[src/rtl/ex_muldiv_iter.sv]
`default_nettype none
// ============================================================================
// Module   : ex_muldiv_iter
// Purpose  : Iterative multiply/divide engine beside the EX-stage ALU.
//            Handles MULTU, MULT, DIVU and DIV. It uses shift-add for
//            multiply and restoring division for divide, retiring one bit
//            per cycle. The result is a {hi,lo} pair for the HI/LO write
//            path.
// Ports    :
//   clk          rising-edge clock
//   rst          asynchronous active-high reset
//   start_i      operation request, sampled only while idle
//   op_i         00 MULTU, 01 MULT, 10 DIVU, 11 DIV
//   opa_i        multiplicand / dividend
//   opb_i        multiplier / divisor
//   annul_i      abort the current or the requested operation
//   busy_o       engine not idle
//   stall_req_o  pipeline stall request (combinational)
//   done_o       one-cycle result-valid pulse
//   hi_o         product high half / remainder
//   lo_o         product low half / quotient
// Revision : 1.0 - initial release
// ============================================================================
module ex_muldiv_iter #(
  parameter int DATA_W = 32,
  parameter int CNT_W  = 6
) (
  input  logic              clk,
  input  logic              rst,
  input  logic              start_i,
  input  logic [1:0]        op_i,
  input  logic [DATA_W-1:0] opa_i,
  input  logic [DATA_W-1:0] opb_i,
  input  logic              annul_i,
  output logic              busy_o,
  output logic              stall_req_o,
  output logic              done_o,
  output logic [DATA_W-1:0] hi_o,
  output logic [DATA_W-1:0] lo_o
);

  typedef enum logic [1:0] {
    S_IDLE = 2'd0,
    S_CALC = 2'd1,
    S_FIN  = 2'd2
  } state_t;

  localparam logic [CNT_W-1:0] c_LAST = CNT_W'(DATA_W - 1);

  state_t              r_state;
  logic [CNT_W-1:0]    r_cnt;
  logic                r_is_div;
  logic [2*DATA_W-1:0] r_acc;     // mult: {upper, multiplier}; div: {rem, quot}
  logic [DATA_W-1:0]   r_opd;     // multiplicand or divisor magnitude
  logic                r_sign_q;  // product sign or quotient sign
  logic                r_sign_r;  // remainder sign (dividend sign)
  logic                r_done;
  logic [DATA_W-1:0]   r_hi;
  logic [DATA_W-1:0]   r_lo;

  // Request decode and operand magnitudes
  logic              w_req;
  logic              w_a_neg;
  logic              w_b_neg;
  logic [DATA_W-1:0] w_a_mag;
  logic [DATA_W-1:0] w_b_mag;
  logic              w_div0;

  assign w_req   = start_i & ~annul_i;
  assign w_a_neg = op_i[0] & opa_i[DATA_W-1];
  assign w_b_neg = op_i[0] & opb_i[DATA_W-1];
  // The most-negative value negates to itself, which is exactly its
  // unsigned magnitude 2^(DATA_W-1).
  assign w_a_mag = w_a_neg ? -opa_i : opa_i;
  assign w_b_mag = w_b_neg ? -opb_i : opb_i;
  assign w_div0  = op_i[1] & (opb_i == '0);

  // Multiply step: conditional add into the upper half, then shift right
  // with the carry moving into the top bit.
  logic [DATA_W:0]     w_mul_sum;
  logic [2*DATA_W-1:0] w_mul_nxt;

  assign w_mul_sum = {1'b0, r_acc[2*DATA_W-1:DATA_W]}
                   + {1'b0, (r_acc[0] ? r_opd : {DATA_W{1'b0}})};
  assign w_mul_nxt = {w_mul_sum, r_acc[DATA_W-1:1]};

  // Divide step: shift {rem,quot} left, then trial-subtract at DATA_W+1 bits.
  // The remainder is always below the divisor, so the shifted value is below
  // twice the divisor and the top bit of the difference is a true sign.
  logic [DATA_W:0]     w_rem_sh;
  logic [DATA_W:0]     w_trial;
  logic [2*DATA_W-1:0] w_div_nxt;

  assign w_rem_sh  = r_acc[2*DATA_W-1:DATA_W-1];
  assign w_trial   = w_rem_sh - {1'b0, r_opd};
  assign w_div_nxt = w_trial[DATA_W]
                   ? {w_rem_sh[DATA_W-1:0], r_acc[DATA_W-2:0], 1'b0}
                   : {w_trial[DATA_W-1:0],  r_acc[DATA_W-2:0], 1'b1};

  logic [2*DATA_W-1:0] w_acc_nxt;
  assign w_acc_nxt = r_is_div ? w_div_nxt : w_mul_nxt;

  // Sign correction applied on the final step's value
  logic [2*DATA_W-1:0] w_prod_fix;
  logic [DATA_W-1:0]   w_quot;
  logic [DATA_W-1:0]   w_rem;
  logic [DATA_W-1:0]   w_quot_fix;
  logic [DATA_W-1:0]   w_rem_fix;
  logic [DATA_W-1:0]   w_fin_hi;
  logic [DATA_W-1:0]   w_fin_lo;

  assign w_prod_fix = r_sign_q ? -w_acc_nxt : w_acc_nxt;
  assign w_quot     = w_acc_nxt[DATA_W-1:0];
  assign w_rem      = w_acc_nxt[2*DATA_W-1:DATA_W];
  assign w_quot_fix = r_sign_q ? -w_quot : w_quot;
  assign w_rem_fix  = r_sign_r ? -w_rem  : w_rem;
  assign w_fin_hi   = r_is_div ? w_rem_fix  : w_prod_fix[2*DATA_W-1:DATA_W];
  assign w_fin_lo   = r_is_div ? w_quot_fix : w_prod_fix[DATA_W-1:0];

  logic w_last;
  assign w_last = (r_cnt == c_LAST);

  always_ff @(posedge clk or posedge rst) begin
    if (rst) begin
      r_state  <= S_IDLE;
      r_cnt    <= '0;
      r_is_div <= 1'b0;
      r_acc    <= '0;
      r_opd    <= '0;
      r_sign_q <= 1'b0;
      r_sign_r <= 1'b0;
      r_done   <= 1'b0;
      r_hi     <= '0;
      r_lo     <= '0;
    end else begin
      r_done <= 1'b0;
      case (r_state)
        S_IDLE: begin
          if (w_req) begin
            r_is_div <= op_i[1];
            r_cnt    <= '0;
            r_sign_q <= w_a_neg ^ w_b_neg;
            r_sign_r <= w_a_neg;
            r_opd    <= op_i[1] ? w_b_mag : w_a_mag;
            r_acc    <= op_i[1] ? {{DATA_W{1'b0}}, w_a_mag}
                                : {{DATA_W{1'b0}}, w_b_mag};
            if (w_div0) begin
              // Divide by zero: dividend passes through untouched.
              r_hi    <= opa_i;
              r_lo    <= '1;
              r_done  <= 1'b1;
              r_state <= S_FIN;
            end else begin
              r_state <= S_CALC;
            end
          end
        end
        S_CALC: begin
          if (annul_i) begin
            r_state <= S_IDLE;
          end else begin
            r_acc <= w_acc_nxt;
            r_cnt <= r_cnt + 1'b1;
            if (w_last) begin
              r_hi    <= w_fin_hi;
              r_lo    <= w_fin_lo;
              r_done  <= 1'b1;
              r_state <= S_FIN;
            end
          end
        end
        S_FIN: begin
          r_state <= S_IDLE;
        end
        default: begin
          r_state <= S_IDLE;
        end
      endcase
    end
  end

  assign busy_o      = (r_state != S_IDLE);
  assign stall_req_o = (r_state == S_CALC) | ((r_state == S_IDLE) & w_req);
  // An annul arriving in the FIN cycle suppresses the result pulse.
  assign done_o      = r_done & ~annul_i;
  assign hi_o        = r_hi;
  assign lo_o        = r_lo;

endmodule
`default_nettype wire

[config.mk]
export PLATFORM = sky130hd
export DESIGN_NAME = ex_muldiv_iter
export DESIGN_NICKNAME = d
export VERILOG_FILES = /design/src/rtl/ex_muldiv_iter.sv
export SDC_FILE = /design/constraint.sdc
export NUM_CORES = 1
export LEC_CHECK = 0
export BUFFER_PORTS_ARGS = -buffer_cell sky130_fd_sc_hd__buf_2
export CAP_MARGIN = 15
export CELL_PAD_IN_SITES_DETAIL_PLACEMENT = 0
export CELL_PAD_IN_SITES_GLOBAL_PLACEMENT = 1
export CORE_UTILIZATION = 49
export CTS_CLUSTER_DIAMETER = 40
export DETAILED_ROUTE_END_ITERATION = 6
export PLACE_DENSITY_LB_ADDON = 0.1
export SLEW_MARGIN = 20
export SYNTH_ARGS = -nofsm -noshare
export SYNTH_HDL_FRONTEND = slang
export SYNTH_SLANG_ARGS = --single-unit
export TNS_END_PERCENT = 1
[constraint.sdc]
create_clock -name clk -period 16.6 [get_ports clk]
set_input_delay 0.83 -clock clk [delete_from_list [all_inputs] [get_ports clk]]
set_output_delay 0.83 -clock clk [all_outputs]
set_load 0.05 [all_outputs]
Word level (Yosys, flattened, before mapping)
Cells that the tools add are included.
{ "word_totals": {"wordCells": 80, "regBits": 172, "in_bits": 70, "output_inout_bits": 67} }
{ "classes": {"mux": 38, "bitwise": 9, "addsub": 8, "eq_ne": 7, "n_reduce_logical": 8} }
{ "op_table": {"columns": ["cell", "count"], "rows": [
  ["32-bit 2-to-1 mux", 17],
  ["64-bit 2-to-1 mux", 5],
  ["32-bit negator", 4],
  ["32-bit case mux with 2 select lines", 2],
  ["64-bit case mux with 2 select lines", 1],
  ["64-bit negator", 1],
  ["32-bit by 32-bit adder with 33-bit output", 1],
  ["33-bit by 32-bit subtractor with 33-bit output", 1],
  ["32-bit logical NOT", 1],
  ["6-bit 2-to-1 mux", 2],
  ["6-bit case mux with 2 select lines", 1],
  ["2-bit 2-to-1 mux", 4],
  ["2-bit inequality test, second input constant", 4],
  ["6-bit by 1-bit adder with 6-bit output, second input constant", 1],
  ["1-bit bitwise AND", 6],
  ["6-bit by 5-bit equality test with 1-bit output, second input constant", 1],
  ["5-bit AND reduction", 1],
  ["1-bit 2-to-1 mux", 4],
  ["2-bit case mux with 2 select lines", 1],
  ["2-bit AND reduction", 2],
  ["2-bit nonzero test", 2],
  ["3-bit inequality test, second input constant", 1],
  ["3-bit AND reduction", 1],
  ["2-bit by 1-bit equality test with 1-bit output, second input constant", 1],
  ["other kinds (5)", 5]
]} }

Logic depth before layout (Yosys ltp)
{ "depth": {"word_depth": 9, "depth_mapped": 26, "ltp_nobuf": 25} }

Worst setup path before layout
No wires, ideal clock.
{ "synth_timing": {"kind": "register to register", "startpoint": "register r_acc[31]", "endpoint": "register r_hi[30] (netlist: hi_o[30])", "stages_incl_launch_ff": 27, "setup_ns": 0.130, "arrival_ns": 5.113, "required_ns": 16.470, "slack_ns": 11.357, "n_path_buf": 1, "cell_sequence": "dfrtp_1 -> inv_1 -> ha_1 -> inv_1 -> fa_1 -> a211oi_1 -> o211ai_1 -> nand3_1 -> a21boi_1 -> buf_4 -> nor2_2 -> nor3_1 -> nor2_1 -> ha_1 -> nor3b_1 -> o221ai_1 -> or3_1 -> nor3_2 -> nand3_1 -> nor4b_2 -> nand2_1 -> o21ai_2 -> nand4_1 -> nor3_2 -> nor3b_2 -> mux2i_1 -> o21ai_1"} }
{ "synth_between": {"elab_chain_cells": 9} }
{ "synth_rtl": {"columns": ["item", "line", "rtl"], "rows": [
  ["start, declared", "53", "logic [2*DATA_W-1:0] r_acc;"],
  ["start signal, assigned", "145", "r_acc <= op_i[1] ? {{DATA_W{1'b0}}, w_a_mag}"],
  ["start signal, assigned", "162", "r_acc <= w_acc_nxt;"],
  ["33-bit by 32-bit subtractor with 33-bit output", "95", "assign w_trial = w_rem_sh - {1'b0, r_opd};"],
  ["64-bit 2-to-1 mux", "97", "? {w_rem_sh[DATA_W-1:0], r_acc[DATA_W-2:0], 1'b0}"],
  ["64-bit 2-to-1 mux *", "101", "assign w_acc_nxt = r_is_div ? w_div_nxt : w_mul_nxt;"],
  ["64-bit negator / 32-bit negator (equally long branches)", "112, 116", null],
  ["64-bit 2-to-1 mux / 32-bit 2-to-1 mux (equally long branches)", "112, 116", null],
  ["32-bit 2-to-1 mux *", "117", "assign w_fin_hi = r_is_div ? w_rem_fix : w_prod_fix[2*DATA_W-1:DATA_W];"],
  ["32-bit 2-to-1 mux *", "164", "if (w_last) begin"],
  ["32-bit 2-to-1 mux *", "159", "if (annul_i) begin"],
  ["32-bit case mux with 2 select lines *", "137", "case (r_state)"],
  ["end signal, assigned", "149", "r_hi <= opa_i;"],
  ["end signal, assigned", "165", "r_hi <= w_fin_hi;"],
  ["end, declared", "58", "logic [DATA_W-1:0] r_hi;"]
]} }
Mark *: on every way between the ends. The rest lies on a longest branch, timed or not. The select of a mux whose other input is x is not followed.
A chain may end at the register's enable or synchronous reset.

Worst setup path after layout
Same ends and word-level chain as after synthesis.

==> metrics.yaml <==
timing:
  clock_skew_ns: 0.0135
  rsz0062_at_grt: "no"
  min_period_over_period_pct: 38.4
  final_max_slew_viol_count: 0
  fin_tns_setup_ns: 0
  max_freq_mhz: 157
  setup_viol: 0
  period_minus_slack_ns: 6.37
  hold_viol: 0
  fin_worst_hold_slack_ns: 0.457
  relSlewSlack_pct: 15.7
  tightest_slew_ns: 1.26
critical_path:
  r2r_end: "hi_o[30]"
  r2r_cells: 25
  crit_path_start: "r_acc[31]"
  arrival_ns: 6.70
  cp_data_required_time_ns: 16.93
  r2r_setup_slack_ns: 10.23
  endpoint_kind: "flip-flop"
  worstReg2RegStart: "r_acc[31]"
  cp_max_fo: 12
  critPathKind: "flip-flop to flip-flop"
  critPathLaunchType: "flip-flop"
synth:
  synthArstFlopShare_pct: 100
  yosysSeqAreaShare_pct: 27.4
  netlist_area_um2: 15700
  ys_warn_count: 0
  ys.flop_type: "dfrtp_1"
  synthTopCellsByArea: "dfrtp_1 (27%), a21oi_1 (7.2%), o21ai_0 (6.4%), nand2_1 (6.1%), xnor2_1 (5.7%)"
  yosysTopAreaCell: "dfrtp_1"
  syn_area_per_cell_um2: 7.46
  syn_nets: 2250
  synth_seq_cells: 172
  synthesis.instances: 2109
  synth_edf_count: 0
  synth_top_area_share_pct: 27.4
  synth_cell_types: 89
  synth.most_common_cell: "nand2_1"
  netlist_top_cells_count: "nand2_1 (256), a21oi_1 (226), nor2_1 (216)"
place:
  io_buffers: 136
  gp_congestion: 1.01
  dpl-instance-area_um2: 16600
  place_inst: 2554
  dpl.hpwl_um: 45600
global_routing:
  antenna_found_initial: 0
  grt_max_degree: 104
  grt_overflow: 0
  grt_pass1_vias: 15200
  grt_usage_pct: 36.5
  grt_pass1_wl_um: 91200
die:
  floorplan.initialDensity_pct: 49.9
  die_h_um: 181
  coreArea_um2: 31600
  die_w_um: 181
  rows: 65
  num_io_pins: 137
  dieArea_um2: 32800
clock_tree:
  tritoncts: "built"
  hold_buffers: 0
  cts_root_buf: "clkbuf_16"
  htree_levels: 4
  clock_sinks: 172
  cts_buffers: 17
  clkLatencyLatePin_ns: 0.47
  clk_path_buf_depth: 2
  cts_setup_buffers: 0
  cts_resized: 0
  clk_pin_slew_ns: 0.08
power_and_ir_drop:
  power.density_nw_per_um2: 218
  leakage_nw: 7.27
  fin_total_pwr_mw: 3.76
  vdd_drop_max_v: 0.000113
drt:
  via_count: 16400
  wire_per_inst_um: 23.2
  dr.pass1.iters: 5
  wl_um: 59900
  drc: 0
  drt_first_iter_violations: 1715
  post_drt_via_cell_ratio: 6.34
  ant_nets: 0
cells_and_area:
  layout-drive-gt1-share_pct: 11.3
  num_antenna_cells: 0
  fillCellCount: 3095
  fin_cells: 2586
  design_area_um2: 17300
  nets: 2312
  syn2layout_area_growth_pct: 9.84
job:
  drv_cap: 0
status:
  status: "completed"
min_path:
  hold_path_class: "primary input to async pin"
-- metal layers --
layer	GRT usage, %	share of wire, %	vias up
met5	0	0	-
met4	10.8	2.7	0
met3	6.71	8.0	82
met2	56.2	43	707
met1	51.7	46	7943
li1	-	-	7665
-- worst max-delay path, cell delays in order, from the launching register on --
cell and delay [ns]:
dfrtp_1 0.42, inv_1 0.09, ha_1 0.17, inv_1 0.06, fa_1 0.42, a211oi_1 0.30, o211ai_1 0.22, nand3_1 0.19
a21boi_1 0.26, nor2_2 0.21, nor3_1 0.10, nor2_1 0.26, ha_1 0.24, nor3b_1 0.25, o221ai_1 0.21, or3_1 0.47
nor3_2 0.33, nand3_1 0.18, nor4b_2 0.34, nand2_1 0.19, o21ai_2 0.44, nand4_1 0.18, nor3_2 0.19, nor3b_2 0.21
mux2i_1 0.20, o21ai_1 0.08
-- how the worst max path moves through the flow --
| stage | slack (ns) | endpoint | depth (start not counted) |
|---|---|---|---|
| CTS | 10.37 | hi_o[30] | 25 |
| global placement | 10.57 | hi_o[30] | 25 |
| global route | 9.73 | hi_o[30] | 25 |
| finish | 10.23 | hi_o[30] | 25 |
| detailed placement | 10.42 | hi_o[30] | 25 |
| floorplan | 11.11 | hi_o[0] | 1 |
-- logic make-up after synthesis --
family | share of synthesized area (%)
and+or+nand+nor | 22.8
AOI/OAI and AO/OA | 26.8
buffers and inverters | 5.19
DFF | 27.4
xor gates and xnor gates | 8.91
adders and majority gates | 5.74
muxes | 3.19
-- through the flow --
| step | utilization, % | setup slack [ns] |
|---|---|---|
| 2_1_floorplan | - | 11.11 |
| 3_3_place_gp | 52.8 | 10.57 |
| 3_5_place_dp | 52.8 | 10.42 |
| 4_1_cts | 54.8 | 10.37 |
| 5_1_grt | 54.8 | 9.73 |
| 6_report | 54.8 | 10.23 |
-- power by group --
part / switching [mW] / internal [mW]
Combinational: 1.72 / 0.826
Clock: 0.199 / 0.255
Sequential: 0.179 / 0.584
Total: 2.10 / 1.67
-- sequential cells by signal (all words and copies together), names as in the netlist --
signal,count
r_sign_q,1
r_done,1
r_cnt,6
hi_o,32
r_is_div,1
r_state,2
lo_o,32
r_acc,64
r_opd,32
r_sign_r,1
-- placed cells by master (no fill, tap or decap), types with 28 or more instances in the layout --
cell type,n
nor2_1,214
buf_4,31
inv_1,73
xnor2_1,102
buf_2,135
nand3_1,36
nor3_1,53
nand2_1,255
nand4_1,28
dfrtp_1,171
and2_1,43
a21oi_1,226
mux2i_1,42
ha_1,69
a31oi_1,38
o21ai_0,202
xor2_1,58
-- layout make-up --
class	instances	area [um2]	area share (%)
Timing Repair Buffer	166	908	5.26
Clock inverter	14	206	1.19
Sequential cell	172	4310	24.9
Clock buffer	18	429	2.48
Inverter	77	294	1.70
Multi-Input combinational cell	1737	10600	61.5
Tap cell	402	503	2.91
(Power assumes the default switching activity.)
